--- config.mk ---
export PLATFORM = sky130hd
export DESIGN_NAME = regfile_mp
export DESIGN_NICKNAME = d
export VERILOG_FILES = /design/src/rtl/regfile_pkg.sv /design/src/rtl/rf_scoreboard.sv /design/src/rtl/regfile_mp.sv
export SDC_FILE = /design/constraint.sdc
export NUM_CORES = 2
export LEC_CHECK = 0
export CAP_MARGIN = 30
export CORE_UTILIZATION = 40
export DETAILED_ROUTE_END_ITERATION = 7
export SYNTH_ARGS = -nofsm -noshare
export SYNTH_HDL_FRONTEND = slang
export SYNTH_HIERARCHICAL = 1
export SYNTH_SLANG_ARGS = --single-unit
--- constraint.sdc ---
create_clock -name clk -period 3.3 [get_ports clk]
set_input_delay 0.495 -clock clk [delete_from_list [all_inputs] [get_ports clk]]
set_output_delay 0.495 -clock clk [all_outputs]
set_load 0.02 [all_outputs]
--- src/rtl/regfile_pkg.sv ---
// Shared constants and types for the multi-port register file.
// No ports; imported by regfile_mp and rf_scoreboard.
package regfile_pkg;

  localparam int unsigned XLEN_D   = 32;
  localparam int unsigned NREGS_D  = 32;
  localparam int unsigned AW_D     = $clog2(NREGS_D);
  localparam int unsigned ZERO_REG = 0;

  typedef logic [AW_D-1:0]   reg_addr_t;
  typedef logic [XLEN_D-1:0] xword_t;

endpackage

--- src/rtl/rf_scoreboard.sv ---
// Per-register busy scoreboard for RAW hazard detection.
// Ports:
//   clk, reset_n      clock, asynchronous active-low reset
//   rsv_en, rsv_addr  reserve a destination (sets its busy bit)
//   we, wa            write-port enables/addresses (writeback clears busy)
//   busy              registered busy vector, bit 0 always 0
//   any_busy          OR of all busy bits
module rf_scoreboard
  import regfile_pkg::*;
#(
  parameter int unsigned NREGS = NREGS_D,
  parameter int unsigned NWR   = 2,
  localparam int unsigned AW   = $clog2(NREGS)
) (
  input  logic              clk,
  input  logic              reset_n,
  input  logic              rsv_en,
  input  logic [AW-1:0]     rsv_addr,
  input  logic [NWR-1:0]    we,
  input  logic [NWR*AW-1:0] wa,
  output logic [NREGS-1:0]  busy,
  output logic              any_busy
);

  logic [NREGS-1:0] busy_q, busy_d;
  logic [NREGS-1:0] clr;

  // A register is retired when any write port targets it this cycle.
  always_comb begin
    clr = '0;
    for (int r = 0; r < int'(NREGS); r++) begin
      for (int j = 0; j < int'(NWR); j++) begin
        if (we[j] && (wa[j*AW +: AW] == AW'(r))) clr[r] = 1'b1;
      end
    end
  end

  // Reserve beats clear: the new producer supersedes the retiring one.
  always_comb begin
    busy_d = busy_q;
    for (int r = 1; r < int'(NREGS); r++) begin
      if (rsv_en && (rsv_addr == AW'(r))) begin
        busy_d[r] = 1'b1;
      end else if (clr[r]) begin
        busy_d[r] = 1'b0;
      end
    end
    busy_d[ZERO_REG] = 1'b0;
  end

  always_ff @(posedge clk or negedge reset_n) begin
    if (!reset_n) begin
      busy_q <= '0;
    end else begin
      busy_q <= busy_d;
    end
  end

  assign busy     = busy_q;
  assign any_busy = |busy_q;

endmodule

--- src/rtl/regfile_mp.sv ---
// Multi-port integer register file with busy scoreboard.
// Register 0 reads as zero and ignores writes; on a same-cycle address
// collision the highest-index write port wins.
// Optional macro RF_BYPASS_EN: reads forward same-cycle write data and
// report not-busy for the forwarded register.
// Ports:
//   clk, reset_n   clock, asynchronous active-low reset
//   ra, rd         NRD combinational read ports (packed, port i at i*AW / i*XLEN)
//   rd_busy        busy bit of each read address
//   we, wa, wd     NWR clocked write ports
//   rsv_en/addr    reserve a destination register
//   any_busy       OR of all busy bits
module regfile_mp
  import regfile_pkg::*;
#(
  parameter int unsigned XLEN  = XLEN_D,
  parameter int unsigned NREGS = NREGS_D,
  parameter int unsigned NRD   = 2,
  parameter int unsigned NWR   = 2,
  localparam int unsigned AW   = $clog2(NREGS)
) (
  input  logic                clk,
  input  logic                reset_n,
  input  logic [NRD*AW-1:0]   ra,
  output logic [NRD*XLEN-1:0] rd,
  output logic [NRD-1:0]      rd_busy,
  input  logic [NWR-1:0]      we,
  input  logic [NWR*AW-1:0]   wa,
  input  logic [NWR*XLEN-1:0] wd,
  input  logic                rsv_en,
  input  logic [AW-1:0]       rsv_addr,
  output logic                any_busy
);

  logic [XLEN-1:0]  rf_q [NREGS];
  logic [XLEN-1:0]  rf_d [NREGS];
  logic [NREGS-1:0] busy;

  rf_scoreboard #(
    .NREGS (NREGS),
    .NWR   (NWR)
  ) u_scoreboard (
    .clk      (clk),
    .reset_n  (reset_n),
    .rsv_en   (rsv_en),
    .rsv_addr (rsv_addr),
    .we       (we),
    .wa       (wa),
    .busy     (busy),
    .any_busy (any_busy)
  );

  // Ascending port scan so the highest-index port lands last and wins.
  always_comb begin
    for (int r = 0; r < int'(NREGS); r++) rf_d[r] = rf_q[r];
    for (int j = 0; j < int'(NWR); j++) begin
      if (we[j] && (wa[j*AW +: AW] != AW'(ZERO_REG))) begin
        rf_d[wa[j*AW +: AW]] = wd[j*XLEN +: XLEN];
      end
    end
    rf_d[ZERO_REG] = '0;
  end

  always_ff @(posedge clk or negedge reset_n) begin
    if (!reset_n) begin
      for (int r = 0; r < int'(NREGS); r++) rf_q[r] <= '0;
    end else begin
      for (int r = 0; r < int'(NREGS); r++) rf_q[r] <= rf_d[r];
    end
  end

  always_comb begin
    rd      = '0;
    rd_busy = '0;
    for (int i = 0; i < int'(NRD); i++) begin
      if (ra[i*AW +: AW] != AW'(ZERO_REG)) begin
        rd[i*XLEN +: XLEN] = rf_q[ra[i*AW +: AW]];
        rd_busy[i]         = busy[ra[i*AW +: AW]];
`ifdef RF_BYPASS_EN
        for (int j = 0; j < int'(NWR); j++) begin
          if (we[j] && (wa[j*AW +: AW] == ra[i*AW +: AW])) begin
            rd[i*XLEN +: XLEN] = wd[j*XLEN +: XLEN];
            rd_busy[i]         = 1'b0;
          end
        end
`endif
      end
    end
  end

endmodule

==> impl_metrics.json <==
{
  "timing.rr.end": "u_scoreboard/busy[31]$_DFFE_PN0P_",
  "cp_max_fo": 4,
  "hpwl_mm": 168,
  "cp-end-kind": "output port",
  "slowest_delay_ps": 580,
  "synth_nets": 6293,
  "htree_num_levels": 3,
  "syn_to_final_growth_pct": 17.1,
  "worst_clock_skew_ps": 0,
  "drive_above_1_share_pct": 20.2,
  "routed-via-count": 54300,
  "grt_use_total_pct": 32.6,
  "p_total_mw": 44.5,
  "period_needed_ps": 3360,
  "clk_latency_ps": 750,
  "clk_pin_slew_ps": 60,
  "cp.depth": 4,
  "initial_core_util_pct": 40.4,
  "relSlewSlack_pct": 35.0,
  "die_w_um": 402,
  "clkPwrFrac_pct": 31.7,
  "cp_cell_sequence": "or4_1 -> nor4_1 -> nand4_1 -> clkdlybuf4s50_1",
  "yosysWarningCount": 6,
  "clock-root-buffer": "clkbuf_16",
  "syn_area_um2": 64000,
  "nets": 6310,
  "ios": 161,
  "clock_sinks": 1023,
  "period_share_pct": 102,
  "sequentialPowerShare_pct": 42.0,
  "cpLargestDelayFamily": "simple AND/OR/NAND/NOR gates",
  "startpoint_type": "flip-flop",
  "viasPerCell": 6.48,
  "rsz0062_at_grt": "false",
  "place.gp.congestion": 0.936,
  "r2r_setup_slack_ps": 2420,
  "drc": 0,
  "p_comb_share_pct": 26.4,
  "row_count": 146,
  "switchingPower_mw": 14.3,
  "maxSlewViolCount": 0,
  "fill_cells": 14400,
  "syn-instance-count": 6199,
  "wirelength_mm": 270,
  "clock_path_buffers": 3,
  "grt_pass1_vias": 52100,
  "place_inst": 8169,
  "ant_nets": 0,
  "status": "finished with violations",
  "crit_slowest_cell": "clkdlybuf4s50_1",
  "drt_iter0_markers": 7462,
  "cts_tree": "yes",
  "wl_per_cell_um": 32.2,
  "critPathBufInv": 1,
  "tightest_slew_ps": 972,
  "p_int_mw": 30.2,
  "r2r-start": "u_scoreboard/busy[31]$_DFFE_PN0P_",
  "violations": "setup timing",
  "numPortBuffers": 160,
  "avgSynthCellArea_um2": 10.3,
  "core-area_um2": 159000,
  "rr_worst_depth": 3,
  "grt_pass1_wl_mm": 385,
  "p_per_area_nw_per_um2": 594,
  "arrival_ps": 2860,
  "drt_pre_antenna_iters": 8,
  "setup_slack_ps": -55.9,
  "grt_max_degree": 100,
  "hold_class": "in2async",
  "leakage_nw": 32.8,
  "cp.required_ps": 2800,
  "clock.fmax_mhz": 298,
  "peakVddDrop_mv": 0.498,
  "drv_cap": 0,
  "setup_viol": 3,
  "p_sw_share_pct": 32.2,
  "cts-buffers-inserted": 116,
  "finalHoldViolCount": 0,
  "crit_type": "reg2out",
  "fin_cells": 8385,
  "antenna_found_initial": 8,
  "grt_overflow": 0,
  "die_h_um": 402,
  "die-area_um2": 162000
}
==> registers in the layout (all words and copies together) (netlist names) <==
| name | flops |
|---|---|
| rf_q | 992 |
| u_scoreboard/busy | 31 |
==> worst max-delay path by stage <==
stage / from / end / slack [ps]
after CTS: u_scoreboard/busy[23]$_DFFE_PN0P_ / rd_busy[0] / -50
final: u_scoreboard/busy[19]$_DFFE_PN0P_ / any_busy / -60
after global placement: ra[4] / rd_busy[0] / -240
after floorplan: ra[0] / rd[0] / 700
after detailed placement: ra[8] / rd[61] / -270
after global routing: ra[1] / rd[13] / 0.6
==> per-layer routing <==
layer	vias up	GRT usage [%]	part of all wire, %
li1	22900	-	-
met1	27200	42.9	39
met2	3392	49.8	44
met3	828	7.27	10
met4	8	18.1	6.3
met5	-	0	0.017
==> layout by cell type (no fill, tap or decap), types with 6 or more instances in the layout <==
master / instances
a221o_1: 64
nor2_4: 28
bufinv_16: 13
dlygate4sd2_1: 16
clkdlybuf4s50_1: 90
clkbuf_8: 31
and3b_1: 7
a22o_1: 22
nand2b_2: 6
clkbuf_16: 119
mux2i_1: 1174
dfrtp_1: 1022
a21oi_1: 654
buf_12: 154
and4bb_2: 8
clkinv_2: 18
a22oi_1: 217
nor4_1: 7
nand2_4: 26
mux4_2: 328
clkbuf_1: 22
a31oi_1: 22
nand4_1: 69
o21ai_0: 329
o21ai_1: 58
nor2b_1: 11
mux2_2: 128
buf_4: 356
a32o_1: 7
nand2_1: 410
nand4b_1: 22
o211ai_1: 130
and4b_1: 6
nor2_1: 619
nand3b_1: 10
==> what timing repair did <==
| action | in CTS | in global routing |
|---|---|---|
| gates cloned | 0 | 0 |
| hold buffers | 1 | 0 |
| resized for setup | 30 | 8 |
| setup buffers | 1 | 0 |
| pin swaps | 5 | 2 |
| endpoints found under the hold margin | 15 | 0 |
| setup endpoints to repair | 32 | 10 |
==> power by group through the flow <==
| stage | logic, mW | clock network [mW] | registers [mW] |
|---|---|---|---|
| after global routing | 12.5 | 14.7 | 19.0 |
| after detailed placement | 11.6 | 0 | 18.7 |
| after floorplan | 7.95 | 0 | 17.8 |
| final | 11.7 | 14.1 | 18.7 |
| after global placement | 11.3 | 0 | 18.5 |
| after CTS | 11.6 | 14.2 | 18.5 |
==> metrics by stage <==
stage	hold slack (ps)	setup WS [ps]	setup TNS [ps]	utilization (%)	cell area, um^2
after floorplan	199	703	0	-	64000
after global placement	506	-244	-2280	44.7	70900
after detailed placement	503	-274	-2960	44.7	70900
after CTS	296	-48.3	-48.3	47.3	75000
after global routing	340	0.571	0	47.3	75000
final	335	-55.9	-66.5	47.3	75000
==> final cells by class <==
class	count	area, um^2	area share, %
diodes	3	7.51	0.0100
flip-flops and latches	1023	25600	34.1
repair buffers	631	6950	9.27
clock buffers	172	3490	4.65
multi-input cells	4440	35800	47.7
clock inverters	40	577	0.769
well taps	2072	2590	3.46
inverters	4	15.0	0.0200
Power figures use the tool's default switching activity.
